### src/rtl/wb_master_arbiter.sv
// Two-master, one-slave Wishbone arbiter with round-robin grant held for a whole cycle
// and a per-transfer watchdog that terminates stalled strobes.
module wb_master_arbiter #(
    parameter int unsigned ADDR_WIDTH = 15,
    parameter int unsigned DATA_WIDTH = 16,
    parameter int unsigned TIMEOUT    = 255
) (
    input  logic                  clk,
    input  logic                  resetn,

    input  logic [ADDR_WIDTH-1:0] m0_addr,
    input  logic [DATA_WIDTH-1:0] m0_data_w,
    input  logic                  m0_wr,
    input  logic                  m0_strobe,
    input  logic                  m0_cycle,
    output logic                  m0_ack,
    output logic [DATA_WIDTH-1:0] m0_data_r,

    input  logic [ADDR_WIDTH-1:0] m1_addr,
    input  logic [DATA_WIDTH-1:0] m1_data_w,
    input  logic                  m1_wr,
    input  logic                  m1_strobe,
    input  logic                  m1_cycle,
    output logic                  m1_ack,
    output logic [DATA_WIDTH-1:0] m1_data_r,

    output logic [ADDR_WIDTH-1:0] s_addr,
    output logic [DATA_WIDTH-1:0] s_data_w,
    output logic                  s_wr,
    output logic                  s_strobe,
    output logic                  s_cycle,
    input  logic                  s_ack,
    input  logic [DATA_WIDTH-1:0] s_data_r,

    output logic [1:0]            grant,
    output logic                  timeout_flag,
    input  logic                  timeout_clr
);

    localparam bit          WdEn = (TIMEOUT > 0);
    localparam int unsigned WdW  = WdEn ? $clog2(TIMEOUT + 1) : 1;
    localparam logic [WdW-1:0] WdLast = WdEn ? WdW'(TIMEOUT - 1) : '0;

    typedef enum logic [1:0] {
        StIdle,
        StGrant0,
        StGrant1
    } state_e;

    state_e         state_q;
    logic           last_grant_q;
    logic [WdW-1:0] wd_cnt_q;
    logic           timeout_flag_q;

    logic                  granted;
    logic                  own0;
    logic                  own1;
    logic [ADDR_WIDTH-1:0] sel_addr;
    logic [DATA_WIDTH-1:0] sel_data_w;
    logic                  sel_wr;
    logic                  sel_strobe;
    logic                  sel_cycle;
    logic                  wd_fire;

    always_comb begin
        own0       = (state_q == StGrant0);
        own1       = (state_q == StGrant1);
        granted    = own0 | own1;
        sel_addr   = own1 ? m1_addr   : m0_addr;
        sel_data_w = own1 ? m1_data_w : m0_data_w;
        sel_wr     = own1 ? m1_wr     : m0_wr;
        sel_strobe = own1 ? m1_strobe : m0_strobe;
        sel_cycle  = own1 ? m1_cycle  : m0_cycle;
        // A real ack in the firing cycle wins, so the watchdog only fires without one.
        wd_fire    = WdEn && granted && sel_strobe && !s_ack && (wd_cnt_q == WdLast);
    end

    always_comb begin
        s_addr       = granted ? sel_addr   : '0;
        s_data_w     = granted ? sel_data_w : '0;
        s_wr         = granted & sel_wr;
        s_strobe     = granted & sel_strobe & ~wd_fire;
        s_cycle      = granted & sel_cycle  & ~wd_fire;
        m0_ack       = own0 & (s_ack | wd_fire);
        m1_ack       = own1 & (s_ack | wd_fire);
        m0_data_r    = (own0 && wd_fire) ? '0 : s_data_r;
        m1_data_r    = (own1 && wd_fire) ? '0 : s_data_r;
        grant        = {own1, own0};
        timeout_flag = timeout_flag_q;
    end

    always_ff @(posedge clk) begin
        if (resetn) begin
            state_q        <= StIdle;
            last_grant_q   <= 1'b1;
            wd_cnt_q       <= '0;
            timeout_flag_q <= 1'b0;
        end else begin
            unique case (state_q)
                StIdle: begin
                    wd_cnt_q <= '0;
                    // On contention the master that did not own the bus last goes first.
                    if (m0_cycle && (!m1_cycle || last_grant_q)) begin
                        state_q      <= StGrant0;
                        last_grant_q <= 1'b0;
                    end else if (m1_cycle) begin
                        state_q      <= StGrant1;
                        last_grant_q <= 1'b1;
                    end
                end
                StGrant0, StGrant1: begin
                    if (wd_fire || !sel_cycle) begin
                        state_q <= StIdle;
                    end
                    if (WdEn && sel_strobe && !s_ack && !wd_fire) begin
                        wd_cnt_q <= wd_cnt_q + WdW'(1);
                    end else begin
                        wd_cnt_q <= '0;
                    end
                end
                default: state_q <= StIdle;
            endcase

            if (wd_fire) begin
                timeout_flag_q <= 1'b1;
            end else if (timeout_clr) begin
                timeout_flag_q <= 1'b0;
            end
        end
    end

endmodule

### config.mk
export PLATFORM = sky130hd
export DESIGN_NAME = wb_master_arbiter
export DESIGN_NICKNAME = d
export VERILOG_FILES = /design/src/rtl/wb_master_arbiter.sv
export SDC_FILE = /design/constraint.sdc
export NUM_CORES = 1
export LEC_CHECK = 0
export BUFFER_PORTS_ARGS = -buffer_cell sky130_fd_sc_hd__buf_2
export CORE_MARGIN = 2
export CORE_UTILIZATION = 39
export CTS_BUF_LIST = sky130_fd_sc_hd__clkbuf_4 sky130_fd_sc_hd__clkbuf_8
export DETAILED_ROUTE_END_ITERATION = 12
export PLACE_DENSITY_LB_ADDON = 0.1
export SETUP_SLACK_MARGIN = 0.02
export SYNTH_ARGS = -nofsm -noshare
export SYNTH_HDL_FRONTEND = slang
export SYNTH_SLANG_ARGS = --single-unit
### constraint.sdc
create_clock -name clk -period 6.2 [get_ports clk]
set_input_delay 1.24 -clock clk [delete_from_list [all_inputs] [get_ports clk]]
set_output_delay 1.24 -clock clk [all_outputs]
set_load 0.02 [all_outputs]
==> reports/metrics.cfg <==
[timing]
maxSlewHeadroom=0.2829
hold_viol_final=0
fin_setup_tns_ns=0
rsz0062_at_grt=false
period_needed_ns=4.385
setup_violations=0
fmax_mhz=228.0
fin_crit_sh=0.7073
fin_ws_ns=1.815
drv_slew=0
whs_ns=0.4856
tightest_slew_ns=1.076
skew_ns=0.002537

[power_and_ir_drop]
p_sw_frac=0.4280
p_clk_frac=0.166
power_mw=0.4135
ir_worst_vdd_mv=0.1432
switchingPower_mw=0.1770
p_int_mw=0.2365
powerDensity_nw_per_um2=179.2
seq_power_share=0.201
comb_power_share=0.633
p_leak_nw=1.177

[routing]
route.detailed.drc=0
num_vias=1724
drt_iter0_markers=41
routed_wl_um=4732
ant_nets=0
routedWlPerCell_um=12.42
dr.pass1.iters=4
viasPerCell=4.525

[synthesis]
yosysTopAreaCellShare=0.2251
yosys_warnings=0
ys_types=31
syn_inst=183
async_reset_ff_frac=0
syn_nets=277
ys_ff_latch=12
syn_avg_cell_area_um2=8.020
ys_top_cells_by_count=nor2b_1, mux2i_1, and2_1
synthFlopType=dfxtp_1
yosys.area.top_type=mux2i_1
synthMostInstantiatedCell=nor2b_1
yosysSeqAreaShare=0.1637
synth_edf_count=0
syn_area_um2=1468
synth.area.top_cells=mux2i_1, dfxtp_1, nor2b_1

[hold_path]
holdPathStages=2
min_from=timeout_flag
holdPathEnd=timeout_flag
hold_path_class=reg2reg

[clock_network]
numCtsBuffers=3
clk_pin_slew_ns=0.05
cts_tree=yes
post_cts_resized=0
insertion_delay_ns=0.24
clockBufferDepth=2
ctsHoldBuffers=0
htreeDepth=1
cts_root_buffer=clkbuf_8
cts_setup_buffers=0
cts.sinks=12

[floorplanning]
start_util=0.4039
core_um2=3633
die_w_um=65.35
die_area_um2=4270
pin_count=159
die_h_um=65.35
num_rows=22

[global_route]
track_usage=0.1978
grt_pass1_wl_um=6762
grt_overflow=0
antenna_found_initial=0
grt_max_degree=38
grt_pass1_vias=1489

[layout]
final_nets=429
fillers=342
areaGrowthSynthToFinish_pct=57.20
utilization=0.6350
n_antenna_cell=0
final_layout_size_suffix_gt1_frac=0.4985

[setup_path]
endpoint_kind=output port
worst-setup-path-type=reg2out
reg2reg_to=wd_cnt_q[5]
rrSetupSlack_ns=3.55
reg2reg_from=state_q[0]
r2r_cells=6
cp-start-kind=flip-flop
arrival_ns=3.15
cp_max_fo=37
critPathRequiredTime_ns=4.96

[run]
max-cap-violations=0

[status]
outcome=complete, no violations

[placed_design]
port_buffers=158
hpwl_um=3878
pre_cts_ws_ns=2.076
gp_congestion=0.7945

worst max-delay path: stages (launching register included):
cell and delay [ns]:
dfxtp_1 0.32, inv_1 0.10, ha_2 0.91, mux2i_1 0.34, nor4b_4 0.45, nand2_1 0.31
and2_1 0.32, buf_2 0.15
cell families after synthesis:
logic type	Yosys count	share of synthesized area
xor+xnor	7	0.04177
fa+ha+maj	6	0.05115
flops	12	0.1637
buf+inv	18	0.05541
mux	34	0.2327
simple gates	93	0.3828
compound gates	13	0.07247
power by group through the flow:
stage / combinational, mW / clock (mW) / sequential, mW
6_report: 0.262 / 0.0685 / 0.0833
5_1_grt: 0.283 / 0.0733 / 0.0839
4_1_cts: 0.264 / 0.0706 / 0.0833
3_5_place_dp: 0.263 / 0 / 0.0849
3_3_place_gp: 0.262 / 0 / 0.0848
2_1_floorplan: 0.177 / 0 / 0.0843
cell usage in the layout, fill, tap and decap left out, types with 2 or more instances in the layout:
cell	n
a21oi_1	2
ha_1	5
inv_1	6
xnor2_1	4
xor2_1	3
mux2i_1	33
nand2_1	4
nor2_1	14
nand4b_1	2
o21a_1	3
nand2b_1	2
and2_1	32
buf_2	158
clkbuf_8	3
nor2b_1	35
o21ai_0	2
dfxtp_1	12
worst max path at each step:
stage | endpoint | startpoint | slack [ns] | cells after the start
after floorplan | m0_data_r[10] | s_ack | 2.59 | 5
after global placement | m1_data_r[13] | state_q[0] | 2.16 | 7
after detailed placement | m1_data_r[4] | state_q[0] | 2.08 | 7
after CTS | m1_data_r[4] | state_q[0] | 1.81 | 7
after global routing | m1_data_r[0] | state_q[0] | 1.55 | 7
final | m1_data_r[12] | state_q[0] | 1.81 | 7
cell type report:
type / instances / area [um2] / share of cell area
multi-input combinational: 153 / 1149 / 0.4978
timing repair buffer: 158 / 790.8 / 0.3427
inverter: 7 / 26.28 / 0.01139
tap: 48 / 60.06 / 0.02603
sequential: 12 / 240.2 / 0.1041
clock buffer: 3 / 41.29 / 0.01790
sequential cells by signal (all words and copies together) (netlist names):
signal / count
last_grant_q: 1
state_q: 2
timeout_flag: 1
wd_cnt_q: 8
per-stage QoR:
| stage | area, um2 | instances |
|---|---|---|
| finish | 2307 | 381 |
| floorplan | 1468 | 183 |
| global placement | 2266 | 378 |
| detailed placement | 2266 | 378 |
| global route | 2307 | 381 |
| CTS | 2307 | 381 |
per-layer routing:
metal	wire length (um)	global-route usage	part of all wire	vias up
li1	-	-	-	910
met1	1892	0.2341	0.40	727
met2	2346	0.3508	0.50	79
met3	415	0.04281	0.088	8
met4	76	0.06771	0.016	0
met5	0	0	0	-
No activity file was read; power rests on OpenSTA's default activity.
